### config.mk
export PLATFORM = sky130hd
export DESIGN_NAME = mul9_ppgen
export DESIGN_NICKNAME = d
export VERILOG_FILES = /design/src/rtl/mul9_pkg.sv /design/src/rtl/mul9_skid2.sv /design/src/rtl/mul9_ppgen.sv
export SDC_FILE = /design/constraint.sdc
export NUM_CORES = 1
export LEC_CHECK = 0
export BUFFER_PORTS_ARGS = -buffer_cell sky130_fd_sc_hd__buf_2
export CAP_MARGIN = 20
export CELL_PAD_IN_SITES_DETAIL_PLACEMENT = 1
export CELL_PAD_IN_SITES_GLOBAL_PLACEMENT = 1
export CORE_MARGIN = 5
export CORE_UTILIZATION = 36
export CTS_CLUSTER_DIAMETER = 50
export DETAILED_ROUTE_END_ITERATION = 8
export PLACE_DENSITY_LB_ADDON = 0.1
export SYNTH_ARGS = -nofsm -noshare
export SYNTH_HDL_FRONTEND = slang
export SYNTH_HIERARCHICAL = 1
export SYNTH_SLANG_ARGS = --single-unit
### constraint.sdc
create_clock -name clk -period 2.2 [get_ports clk]
set_input_delay 0.33 -clock clk [delete_from_list [all_inputs] [get_ports clk]]
set_output_delay 0.33 -clock clk [all_outputs]
set_load 0.01 [all_outputs]
### src/rtl/mul9_pkg.sv
// Shared constants and column-geometry helpers for the 9x9 partial-product array.
// The compressor wrapper and the bench also use col_off/col_h.
package mul9_pkg;

   localparam int PP_W    = 9;
   localparam int PP_COLS = 17;
   localparam int PP_BITS = 81;

   // Column k of a 9x9 AND array holds min(k+1, 17-k) bits.
   function automatic int col_h(input int k);
      return ((k + 1) < (PP_COLS - k)) ? (k + 1) : (PP_COLS - k);
   endfunction

   function automatic int col_off(input int k);
      int s;
      s = 0;
      for (int m = 0; m < k; m++) s = s + col_h(m);
      return s;
   endfunction

endpackage

### src/rtl/mul9_skid2.sv
// Two-entry valid/ready skid buffer. When empty, an arriving word is presented
// on the head the same cycle so the consumer can take it without a bubble.
module mul9_skid2 #(
   parameter int DW = 22
) (
   input  logic          clk,
   input  logic          rst,
   input  logic          in_valid,
   output logic          in_ready,
   input  logic [DW-1:0] in_data,
   output logic          head_valid,
   input  logic          head_ready,
   output logic [DW-1:0] head_data
);

   // Handshake: a word moves on a port in any cycle where its valid and ready are
   // both high; in_ready depends on stored state and rst only, never on head_ready.
   logic [1:0]    occ_q, occ_d;
   logic [DW-1:0] s0_q, s0_d;
   logic [DW-1:0] s1_q, s1_d;
   logic          push, pop, stored;

   assign in_ready = (occ_q != 2'd2) & ~rst;

   always_comb begin
      push       = in_valid & in_ready;
      stored     = (occ_q != 2'd0);
      head_valid = stored | push;
      head_data  = stored ? s0_q : in_data;
      pop        = head_valid & head_ready;
      s0_d       = s0_q;
      s1_d       = s1_q;
      occ_d      = occ_q;
      case (occ_q)
         2'd0: begin
            if (push & ~pop) begin
               s0_d  = in_data;
               occ_d = 2'd1;
            end
         end
         2'd1: begin
            if (push & pop) begin
               s0_d = in_data;
            end else if (push) begin
               s1_d  = in_data;
               occ_d = 2'd2;
            end else if (pop) begin
               occ_d = 2'd0;
            end
         end
         default: begin
            if (pop) begin
               s0_d  = s1_q;
               occ_d = 2'd1;
            end
         end
      endcase
   end

   always_ff @(posedge clk) begin
      if (rst) begin
         occ_q <= 2'd0;
         s0_q  <= '0;
         s1_q  <= '0;
      end else begin
         occ_q <= occ_d;
         s0_q  <= s0_d;
         s1_q  <= s1_d;
      end
   end

endmodule

### src/rtl/mul9_ppgen.sv
// Registered 9x9 partial-product generator: skid-buffered operands, AND array,
// column-packed output register with tag, zero flag and accept counter.
module mul9_ppgen
   import mul9_pkg::*;
#(
   parameter int W     = 9,
   parameter int TAG_W = 4,
   parameter int CNT_W = 16
) (
   input  logic               clk,
   input  logic               rst,
   input  logic               in_valid,
   output logic               in_ready,
   input  logic [W-1:0]       in_a,
   input  logic [W-1:0]       in_b,
   input  logic [TAG_W-1:0]   in_tag,
   output logic               out_valid,
   input  logic               out_ready,
   output logic [PP_BITS-1:0] pp_flat,
   output logic [TAG_W-1:0]   out_tag,
   output logic               out_zero,
   output logic [CNT_W-1:0]   acc_cnt
);

   localparam int PL_W = 2 * W + TAG_W;

   logic               head_valid, head_ready, load;
   logic [PL_W-1:0]    head_data;
   logic [W-1:0]       h_a, h_b;
   logic [TAG_W-1:0]   h_tag;
   logic [PP_BITS-1:0] pp_comb;

   logic [PP_BITS-1:0] pp_q, pp_d;
   logic [TAG_W-1:0]   tag_q, tag_d;
   logic               zero_q, zero_d;
   logic               ov_q, ov_d;
   logic [CNT_W-1:0]   acc_q, acc_d;

   mul9_skid2 #(.DW(PL_W)) u_skid (
      .clk        (clk),
      .rst        (rst),
      .in_valid   (in_valid),
      .in_ready   (in_ready),
      .in_data    ({in_tag, in_b, in_a}),
      .head_valid (head_valid),
      .head_ready (head_ready),
      .head_data  (head_data)
   );

   assign h_a   = head_data[W-1:0];
   assign h_b   = head_data[2*W-1:W];
   assign h_tag = head_data[PL_W-1:2*W];

   // Within a column, bits are ordered by increasing multiplicand index i.
   for (genvar k = 0; k < PP_COLS; k++) begin : g_col
      for (genvar j = 0; j < col_h(k); j++) begin : g_bit
         localparam int I = j + ((k > PP_W - 1) ? (k - (PP_W - 1)) : 0);
         assign pp_comb[col_off(k) + j] = h_a[I] & h_b[k - I];
      end
   end

   assign head_ready = ~ov_q | out_ready;
   assign load       = head_valid & head_ready;

   always_comb begin
      pp_d   = pp_q;
      tag_d  = tag_q;
      zero_d = zero_q;
      ov_d   = ov_q;
      acc_d  = acc_q;
      if (load) begin
         pp_d   = pp_comb;
         tag_d  = h_tag;
         zero_d = (h_a == '0) | (h_b == '0);
         ov_d   = 1'b1;
      end else if (out_ready) begin
         ov_d = 1'b0;
      end
      if (in_valid & in_ready) acc_d = acc_q + 1'b1;
   end

   always_ff @(posedge clk) begin
      if (rst) begin
         pp_q   <= '0;
         tag_q  <= '0;
         zero_q <= 1'b0;
         ov_q   <= 1'b0;
         acc_q  <= '0;
      end else begin
         pp_q   <= pp_d;
         tag_q  <= tag_d;
         zero_q <= zero_d;
         ov_q   <= ov_d;
         acc_q  <= acc_d;
      end
   end

   assign pp_flat   = pp_q;
   assign out_tag   = tag_q;
   assign out_zero  = zero_q;
   assign out_valid = ov_q;
   assign acc_cnt   = acc_q;

endmodule
==> run_summary.xml, run 1 <==
<?xml version="1.0" encoding="UTF-8"?>
<metrics>
  <group name="finish">
    <metric name="fillers" unit="">2053</metric>
    <metric name="drive_above_1_share" unit="">0.256</metric>
    <metric name="finalInstanceArea" unit="um2">7890</metric>
    <metric name="area_used_by_multi_input_combinational_logic" unit="um2">3000</metric>
    <metric name="layout.area.seq" unit="um2">2980</metric>
    <metric name="num-nets-final" unit="">894</metric>
    <metric name="synthToLayoutAreaGrowth" unit="%">25.0</metric>
    <metric name="final_core_utilization" unit="">0.458</metric>
    <metric name="layout.cells.most_common" unit="">sky130_fd_sc_hd__dfxtp_1</metric>
    <metric name="most_used_cells_in_the_layout_excluding_fill_and_tap_cells" unit="">sky130_fd_sc_hd__dfxtp_1, sky130_fd_sc_hd__nand2_1, sky130_fd_sc_hd__buf_2</metric>
  </group>
  <group name="clocking">
    <metric name="cts.repair_timing.setup_buffer_count" unit="">0</metric>
    <metric name="cts_made_buffers" unit="">17</metric>
    <metric name="cts_tree" unit="">done</metric>
    <metric name="master_cell_of_the_clock_root_buffer" unit="">sky130_fd_sc_hd__clkbuf_16</metric>
    <metric name="clkLatencyLatePin" unit="ps">420</metric>
    <metric name="ctsLongestPathBuffers" unit="">2</metric>
    <metric name="htreeDepth" unit="">4</metric>
    <metric name="clk_transition_reported_paths" unit="ps">60</metric>
    <metric name="postCtsResizedCells" unit="">0</metric>
    <metric name="cts_hold_repair.buffers" unit="">0</metric>
    <metric name="cts_num_sinks" unit="">149</metric>
  </group>
  <group name="critical_path">
    <metric name="timing_worst_setup_path_type" unit="">reg -&gt; reg</metric>
    <metric name="timing.critical_path.to_type" unit="">flip-flop</metric>
    <metric name="critical_path.startpoint_type" unit="">flip-flop</metric>
    <metric name="worst-endpoint-arrival" unit="ps">2370</metric>
    <metric name="rr_startpoint" unit="">u_skid/occ_q[0]</metric>
    <metric name="worst_setup_path_startpoint" unit="">u_skid/occ_q[0]</metric>
    <metric name="critPathRequiredTime" unit="ps">2530</metric>
    <metric name="critical_path_peak_fanout" unit="">20</metric>
  </group>
  <group name="logic_synthesis">
    <metric name="yosys_register_bits" unit="">149</metric>
    <metric name="post_synth_inst_count" unit="">755</metric>
    <metric name="mappedNetlistArea" unit="um2">6310</metric>
    <metric name="yosys.cell_types.count" unit="">40</metric>
    <metric name="syn-mean-instance-area" unit="um2">8.36</metric>
    <metric name="synthesis.nets" unit="">782</metric>
    <metric name="ys_warn_count" unit="">6</metric>
    <metric name="seq_area_frac_synth" unit="">0.472</metric>
  </group>
  <group name="power_and_ir_drop">
    <metric name="power.leakage" unit="nW">3.27</metric>
    <metric name="vdd.ir_drop.worst" unit="V">0.000632</metric>
    <metric name="cellPowerDensity" unit="nW/um2">815</metric>
  </group>
  <group name="hold_path">
    <metric name="holdCritStartpoint" unit="">in_b[8]</metric>
    <metric name="worst_hold_path_type" unit="">in -&gt; reg</metric>
  </group>
  <group name="sta">
    <metric name="finalWorstPathRequiredPeriod" unit="ps">2040</metric>
    <metric name="worstMarginPinSlew" unit="ps">739</metric>
    <metric name="number_of_hold_violations_in_the_final_report" unit="">0</metric>
    <metric name="setup_violations" unit="">0</metric>
    <metric name="max_freq" unit="GHz">0.490</metric>
    <metric name="finalMaxSlewViolations" unit="">0</metric>
    <metric name="final_layout_setup_total_negative_slack" unit="ps">0</metric>
    <metric name="setup_repair_after_global_routing_missed_its_margin" unit="">false</metric>
    <metric name="timing.clock.skew" unit="ps">6.99</metric>
    <metric name="layout_worst_path_cycle_share" unit="">0.927</metric>
    <metric name="worst_max_slew_margin_expressed_relative_to_the_limit" unit="">0.507</metric>
  </group>
  <group name="floorplanning">
    <metric name="pin_count" unit="">130</metric>
    <metric name="floorplan.initialDensity" unit="">0.366</metric>
    <metric name="fp.dieH" unit="um">142</metric>
    <metric name="chip_width" unit="um">142</metric>
    <metric name="core.rowCount" unit="">48</metric>
    <metric name="die_area" unit="um2">20300</metric>
    <metric name="floorplan.core_area" unit="um2">17200</metric>
  </group>
  <group name="global_routing">
    <metric name="grt_pass1_vias" unit="">6023</metric>
    <metric name="gr-usage-all-layers" unit="">0.203</metric>
    <metric name="grt_antenna_before_repair" unit="">2</metric>
    <metric name="global_route.overflow_total" unit="">0</metric>
    <metric name="largest_net_degree_at_the_start_of_global_routing" unit="">70</metric>
    <metric name="first_pass_grt_wire_length" unit="mm">32.6</metric>
  </group>
  <group name="routing">
    <metric name="drt_wl_total" unit="mm">20.5</metric>
    <metric name="avgViaCountPerCell" unit="">5.25</metric>
    <metric name="wl_per_cell" unit="um">18.5</metric>
    <metric name="remaining_design_rule_violation_count" unit="">0</metric>
    <metric name="detailedRoute.firstPassIterationCount" unit="">4</metric>
    <metric name="drt.antenna.violating_nets" unit="">0</metric>
    <metric name="drtIter0Drc" unit="">240</metric>
    <metric name="total_vias_in_the_final_route" unit="">5805</metric>
  </group>
  <group name="placed_design">
    <metric name="place_area" unit="um2">7270</metric>
    <metric name="port_buffers" unit="">129</metric>
    <metric name="globalplace.congestion" unit="">0.806</metric>
    <metric name="detailedPlacementHpwl" unit="mm">14.1</metric>
  </group>
  <group name="run">
    <metric name="maxCapViolCount" unit="">0</metric>
  </group>
  <group name="outcome">
    <metric name="status" unit="">finished clean</metric>
  </group>
</metrics>
==> layer usage <==
layer	vias to the layer above	track usage	routed length, um
met2	104	0.333	9690
met4	2	0.0435	208
li1	2815	-	-
met3	20	0.0551	1030
met5	-	0	13
met1	2864	0.270	9570
==> registers in the layout, indices dropped and copies added, names as in the netlist <==
name / flops
out_zero: 1
acc_cnt: 16
u_skid/s0_q: 22
u_skid/occ_q: 2
out_valid: 1
pp_flat: 81
out_tag: 4
u_skid/s1_q: 22
==> cell families after synthesis <==
group | Yosys count | share of synthesized area
AND/OR/NAND/NOR | 306 | 0.222
flip-flops | 149 | 0.472
AO/OA/AOI/OAI | 143 | 0.119
buffers and inverters | 77 | 0.0525
multiplexers | 68 | 0.117
XOR/XNOR | 11 | 0.0153
adder cells (fa/ha/maj) | 1 | 0.00198
==> stage by stage <==
stage / instances / hold WS [ps] / setup slack (ps) / power (mW)
global route: 1106 / 172 / 92.2 / 6.67
finish: 1106 / 187 / 161 / 6.44
global placement: 1073 / 437 / 271 / 3.43
floorplan: 755 / 434 / 57.5 / 3.19
CTS: 1105 / 171 / 138 / 6.50
detailed placement: 1073 / 444 / 136 / 3.45
==> critical path, stage by stage (launching register included) <==
cell and delay, ps:
sky130_fd_sc_hd__dfxtp_1 390, sky130_fd_sc_hd__nor2_2 210, sky130_fd_sc_hd__buf_12 200, sky130_fd_sc_hd__mux2_1 380
sky130_fd_sc_hd__nor4_1 380, sky130_fd_sc_hd__nand3_1 140, sky130_fd_sc_hd__a311oi_1 260
==> cell usage after synthesis (all sizes together) <==
master | n | area share
a211o | 1 | 0.0014
a21oi | 112 | 0.089
a311oi | 2 | 0.0055
a31oi | 1 | 0.00099
and2 | 3 | 0.0030
and2b | 1 | 0.0016
and4 | 3 | 0.0044
and4b | 1 | 0.0022
and4bb | 1 | 0.0020
buf | 24 | 0.021
clkbuf | 49 | 0.029
dfxtp | 149 | 0.47
ha | 1 | 0.0020
inv | 4 | 0.0024
mux2 | 46 | 0.082
mux2i | 22 | 0.035
nand2 | 142 | 0.084
nand2b | 2 | 0.0020
nand3 | 115 | 0.091
nand4 | 5 | 0.0059
nand4bb | 1 | 0.0018
nor2 | 18 | 0.011
nor2b | 2 | 0.0020
nor3 | 5 | 0.0040
nor4 | 4 | 0.0040
o21a | 1 | 0.0012
o21ai | 26 | 0.021
or3 | 3 | 0.0030
xnor2 | 4 | 0.0055
xor2 | 7 | 0.0097
==> final timing paths <==
check / slack, ps / cells past startpoint / end
worst max-delay path: 160 / 6 / out_zero
worst min register to register: 450 / 2 / pp_flat[39]
worst max register to register: 160 / 6 / out_zero
worst min-delay path: 190 / 3 / u_skid/s1_q[17]
==> final cells by class <==
class,count,share of cell area
flip-flops and latches,149,0.378
clock buffers,21,0.0596
diodes,1,0.000317
well taps,225,0.0357
repair buffers,166,0.125
multi-input cells,529,0.380
clock inverters,11,0.0187
inverters,4,0.00190
==> report_power, final <==
group | switching [mW] | internal (mW) | total, mW
registers | 0.0403 | 2.76 | 2.80
logic | 0.375 | 0.203 | 0.579
clock network | 1.17 | 1.88 | 3.05
total | 1.59 | 4.85 | 6.44
Power figures use the tool's default switching activity.
==> run 2: changes to the inputs <==
- ABC_AREA: not set -> 1
- CTS_CLUSTER_DIAMETER: 50 -> not set
==> run 2 against run 1 <==
Effect of this change:
- setup slack better by 120 ps
- register-to-register slack better by 120 ps
- clock power is 5% lower
- combinational power is 27% higher
- wire length is 3.1% higher
- global-route usage is 0.51 points lower
- area after synthesis is 6.3% higher
- clock skew is 2.0 ps higher
- core utilization is 1.8 points lower
- critical path type unchanged
- largest power group unchanged
==> run_summary.xml, run 2 <==
<?xml version="1.0" encoding="UTF-8"?>
<metrics>
  <group name="outcome">
    <metric name="status" unit="">finished clean</metric>
  </group>
  <group name="logic_synthesis">
    <metric name="synth.most_common_cell" unit="">sky130_fd_sc_hd__nand2_1</metric>
    <metric name="seq_area_frac_synth" unit="">0.444</metric>
    <metric name="synthXorXnorAreaFrac" unit="">0.00801</metric>
    <metric name="dominantRegCellSynth" unit="">sky130_fd_sc_hd__dfxtp_1</metric>
    <metric name="yosys.area.top_type" unit="">sky130_fd_sc_hd__dfxtp_1</metric>
    <metric name="synth-edff-count" unit="">0</metric>
    <metric name="mappedNetlistArea" unit="um2">6710</metric>
    <metric name="async_flop_share" unit="">0</metric>
    <metric name="yosys-top-cells-area" unit="">sky130_fd_sc_hd__dfxtp_1, sky130_fd_sc_hd__a21oi_1, sky130_fd_sc_hd__nand2_1, sky130_fd_sc_hd__nand3_1, sky130_fd_sc_hd__nor2_1</metric>
    <metric name="ys_warn_count" unit="">6</metric>
    <metric name="largest_family_of_logic_cells_by_synthesized_area" unit="">simple AND/OR/NAND/NOR gates</metric>
    <metric name="proportion_of_synthesized_area_in_mux_cells" unit="">0</metric>
    <metric name="synthDominantCellAreaShare" unit="">0.444</metric>
    <metric name="post_synth_inst_count" unit="">882</metric>
    <metric name="yosys_register_bits" unit="">149</metric>
    <metric name="syn-mean-instance-area" unit="um2">7.61</metric>
    <metric name="yosys.cell_types.count" unit="">38</metric>
    <metric name="synth_compound_gate_area_share" unit="">0.149</metric>
    <metric name="synth.top_cells.by_count" unit="">sky130_fd_sc_hd__nand2_1, sky130_fd_sc_hd__dfxtp_1, sky130_fd_sc_hd__a21oi_1, sky130_fd_sc_hd__nor2_1, sky130_fd_sc_hd__nand3_1</metric>
    <metric name="synthesis.nets" unit="">909</metric>
    <metric name="synthAdderAreaFrac" unit="">0.00186</metric>
    <metric name="synth_simple_gate_area_frac" unit="">0.303</metric>
  </group>
  <group name="clocking">
    <metric name="cts_tree" unit="">done</metric>
    <metric name="cts_hold_repair.buffers" unit="">0</metric>
    <metric name="clkLatencyLatePin" unit="ps">430</metric>
    <metric name="cts_num_sinks" unit="">149</metric>
    <metric name="postCtsResizedCells" unit="">0</metric>
    <metric name="clk_transition_reported_paths" unit="ps">70</metric>
    <metric name="htreeDepth" unit="">4</metric>
    <metric name="ctsLongestPathBuffers" unit="">2</metric>
    <metric name="cts_made_buffers" unit="">17</metric>
    <metric name="master_cell_of_the_clock_root_buffer" unit="">sky130_fd_sc_hd__clkbuf_16</metric>
    <metric name="cts.repair_timing.setup_buffer_count" unit="">0</metric>
  </group>
  <group name="placed_design">
    <metric name="detailedPlace.worstSlack" unit="ps">237</metric>
    <metric name="port_buffers" unit="">129</metric>
    <metric name="place_area" unit="um2">7570</metric>
    <metric name="detailedPlacementHpwl" unit="mm">14.3</metric>
    <metric name="globalplace.congestion" unit="">0.728</metric>
  </group>
  <group name="critical_path">
    <metric name="critPathRequiredTime" unit="ps">2550</metric>
    <metric name="critical_path_peak_fanout" unit="">45</metric>
    <metric name="timing_worst_setup_path_type" unit="">reg -&gt; reg</metric>
    <metric name="r2r_cells" unit="">7</metric>
    <metric name="critical_path.startpoint_type" unit="">flip-flop</metric>
    <metric name="worst-endpoint-arrival" unit="ps">2280</metric>
    <metric name="timing.critical_path.to_type" unit="">flip-flop</metric>
  </group>
  <group name="sta">
    <metric name="max_freq" unit="GHz">0.521</metric>
    <metric name="finalWorstPathRequiredPeriod" unit="ps">1920</metric>
    <metric name="setup_repair_after_global_routing_missed_its_margin" unit="">false</metric>
    <metric name="setup_violations" unit="">0</metric>
    <metric name="timing.clock.skew" unit="ps">9.00</metric>
    <metric name="final.setup.worst_slack" unit="ps">280</metric>
    <metric name="worstMarginPinSlew" unit="ps">617</metric>
    <metric name="layout_worst_path_cycle_share" unit="">0.873</metric>
    <metric name="final_layout_setup_total_negative_slack" unit="ps">0</metric>
    <metric name="worst_max_slew_margin_expressed_relative_to_the_limit" unit="">0.589</metric>
    <metric name="finalMaxSlewViolations" unit="">0</metric>
    <metric name="hold_slack" unit="ps">141</metric>
    <metric name="number_of_hold_violations_in_the_final_report" unit="">0</metric>
  </group>
  <group name="global_routing">
    <metric name="largest_net_degree_at_the_start_of_global_routing" unit="">68</metric>
    <metric name="first_pass_grt_wire_length" unit="mm">34.3</metric>
    <metric name="grt_antenna_before_repair" unit="">0</metric>
    <metric name="global_route.overflow_total" unit="">0</metric>
    <metric name="grt_pass1_vias" unit="">6248</metric>
    <metric name="gr-usage-all-layers" unit="">0.198</metric>
  </group>
  <group name="power_and_ir_drop">
    <metric name="power.leakage" unit="nW">3.38</metric>
    <metric name="design_power_total" unit="mW">6.46</metric>
    <metric name="cellPowerDensity" unit="nW/um2">793</metric>
    <metric name="vdd.ir_drop.worst" unit="V">0.000561</metric>
  </group>
  <group name="floorplanning">
    <metric name="floorplan.core_area" unit="um2">18500</metric>
    <metric name="pin_count" unit="">130</metric>
    <metric name="fp.dieH" unit="um">147</metric>
    <metric name="floorplan.initialDensity" unit="">0.363</metric>
    <metric name="chip_width" unit="um">147</metric>
    <metric name="core.rowCount" unit="">50</metric>
    <metric name="die_area" unit="um2">21500</metric>
  </group>
  <group name="routing">
    <metric name="remaining_design_rule_violation_count" unit="">0</metric>
    <metric name="top_layer_used" unit="">met4</metric>
    <metric name="drt.antenna.violating_nets" unit="">0</metric>
    <metric name="met3_wirelength_from_detailed_routing" unit="um">827</metric>
    <metric name="wl_met2" unit="mm">9.85</metric>
    <metric name="drtIter0Drc" unit="">344</metric>
    <metric name="drt_wl_total" unit="mm">21.1</metric>
    <metric name="detailedRoute.firstPassIterationCount" unit="">4</metric>
    <metric name="total_vias_in_the_final_route" unit="">6298</metric>
    <metric name="drt-met1-wl" unit="mm">10.3</metric>
    <metric name="wl_per_cell" unit="um">17.0</metric>
    <metric name="avgViaCountPerCell" unit="">5.06</metric>
  </group>
  <group name="finish">
    <metric name="finalInstanceArea" unit="um2">8150</metric>
    <metric name="area_used_by_multi_input_combinational_logic" unit="um2">3100</metric>
    <metric name="fillers" unit="">2372</metric>
    <metric name="antennaDiodeCount" unit="">0</metric>
    <metric name="synthToLayoutAreaGrowth" unit="%">21.4</metric>
    <metric name="most_used_cells_in_the_layout_excluding_fill_and_tap_cells" unit="">sky130_fd_sc_hd__nand2_1, sky130_fd_sc_hd__dfxtp_1, sky130_fd_sc_hd__buf_2</metric>
    <metric name="layout.area.seq" unit="um2">2980</metric>
    <metric name="largest_register_ffs" unit="">81</metric>
    <metric name="layout.cells.most_common" unit="">sky130_fd_sc_hd__nand2_1</metric>
    <metric name="drive_above_1_share" unit="">0.267</metric>
    <metric name="num-nets-final" unit="">1024</metric>
  </group>
  <group name="hold_path">
    <metric name="worst_hold_path_type" unit="">in -&gt; reg</metric>
    <metric name="min_path_cells" unit="">3</metric>
  </group>
  <group name="run">
    <metric name="maxCapViolCount" unit="">0</metric>
  </group>
</metrics>
run 2: power by group:
| part | switching [mW] | internal (mW) |
|---|---|---|
| Sequential | 0.0517 | 2.78 |
| Combinational | 0.491 | 0.245 |
| Clock | 1.27 | 1.62 |
run 2: cell families after synthesis:
group / after synthesis
simple gates: 420
compound gates: 191
flops: 149
buf+inv: 117
xor+xnor: 4
fa+ha+maj: 1
run 2: critical path, stage by stage (launching register included):
cell and delay [ps]:
sky130_fd_sc_hd__dfxtp_1 370, sky130_fd_sc_hd__nor2_4 200, sky130_fd_sc_hd__clkinv_1 130, sky130_fd_sc_hd__buf_12 190
sky130_fd_sc_hd__o21ai_1 440, sky130_fd_sc_hd__buf_4 270, sky130_fd_sc_hd__nand3_1 90, sky130_fd_sc_hd__a21oi_1 150
run 2: area by class of cell:
cell class	instances	share of cell area
multi-input cells	616	0.381
clock buffers	18	0.0539
inverters	41	0.0190
clock inverters	14	0.0175
repair buffers	172	0.127
well taps	234	0.0359
flip-flops and latches	149	0.366
run 2: worst paths after layout:
kind | from | endpoint | slack (ps)
max reg2reg | u_skid/occ_q[0] | pp_flat[39] | 280
min reg2reg | pp_flat[60] | pp_flat[60] | 460
min | in_b[6] | u_skid/s1_q[15] | 140
max | u_skid/occ_q[0] | pp_flat[39] | 280
run 2: per-layer routing:
layer | track usage | vias to the layer above
met1 | 0.271 | 3031
met4 | 0.0409 | 0
met5 | 0 | -
li1 | - | 3142
met2 | 0.323 | 109
met3 | 0.0425 | 16
run 2: through the flow:
| stage | utilization | instances |
|---|---|---|
| 2_1_floorplan | - | 882 |
| 3_3_place_gp | 0.409 | 1212 |
| 3_5_place_dp | 0.409 | 1212 |
| 4_1_cts | 0.440 | 1244 |
| 5_1_grt | 0.440 | 1244 |
| 6_report | 0.440 | 1244 |
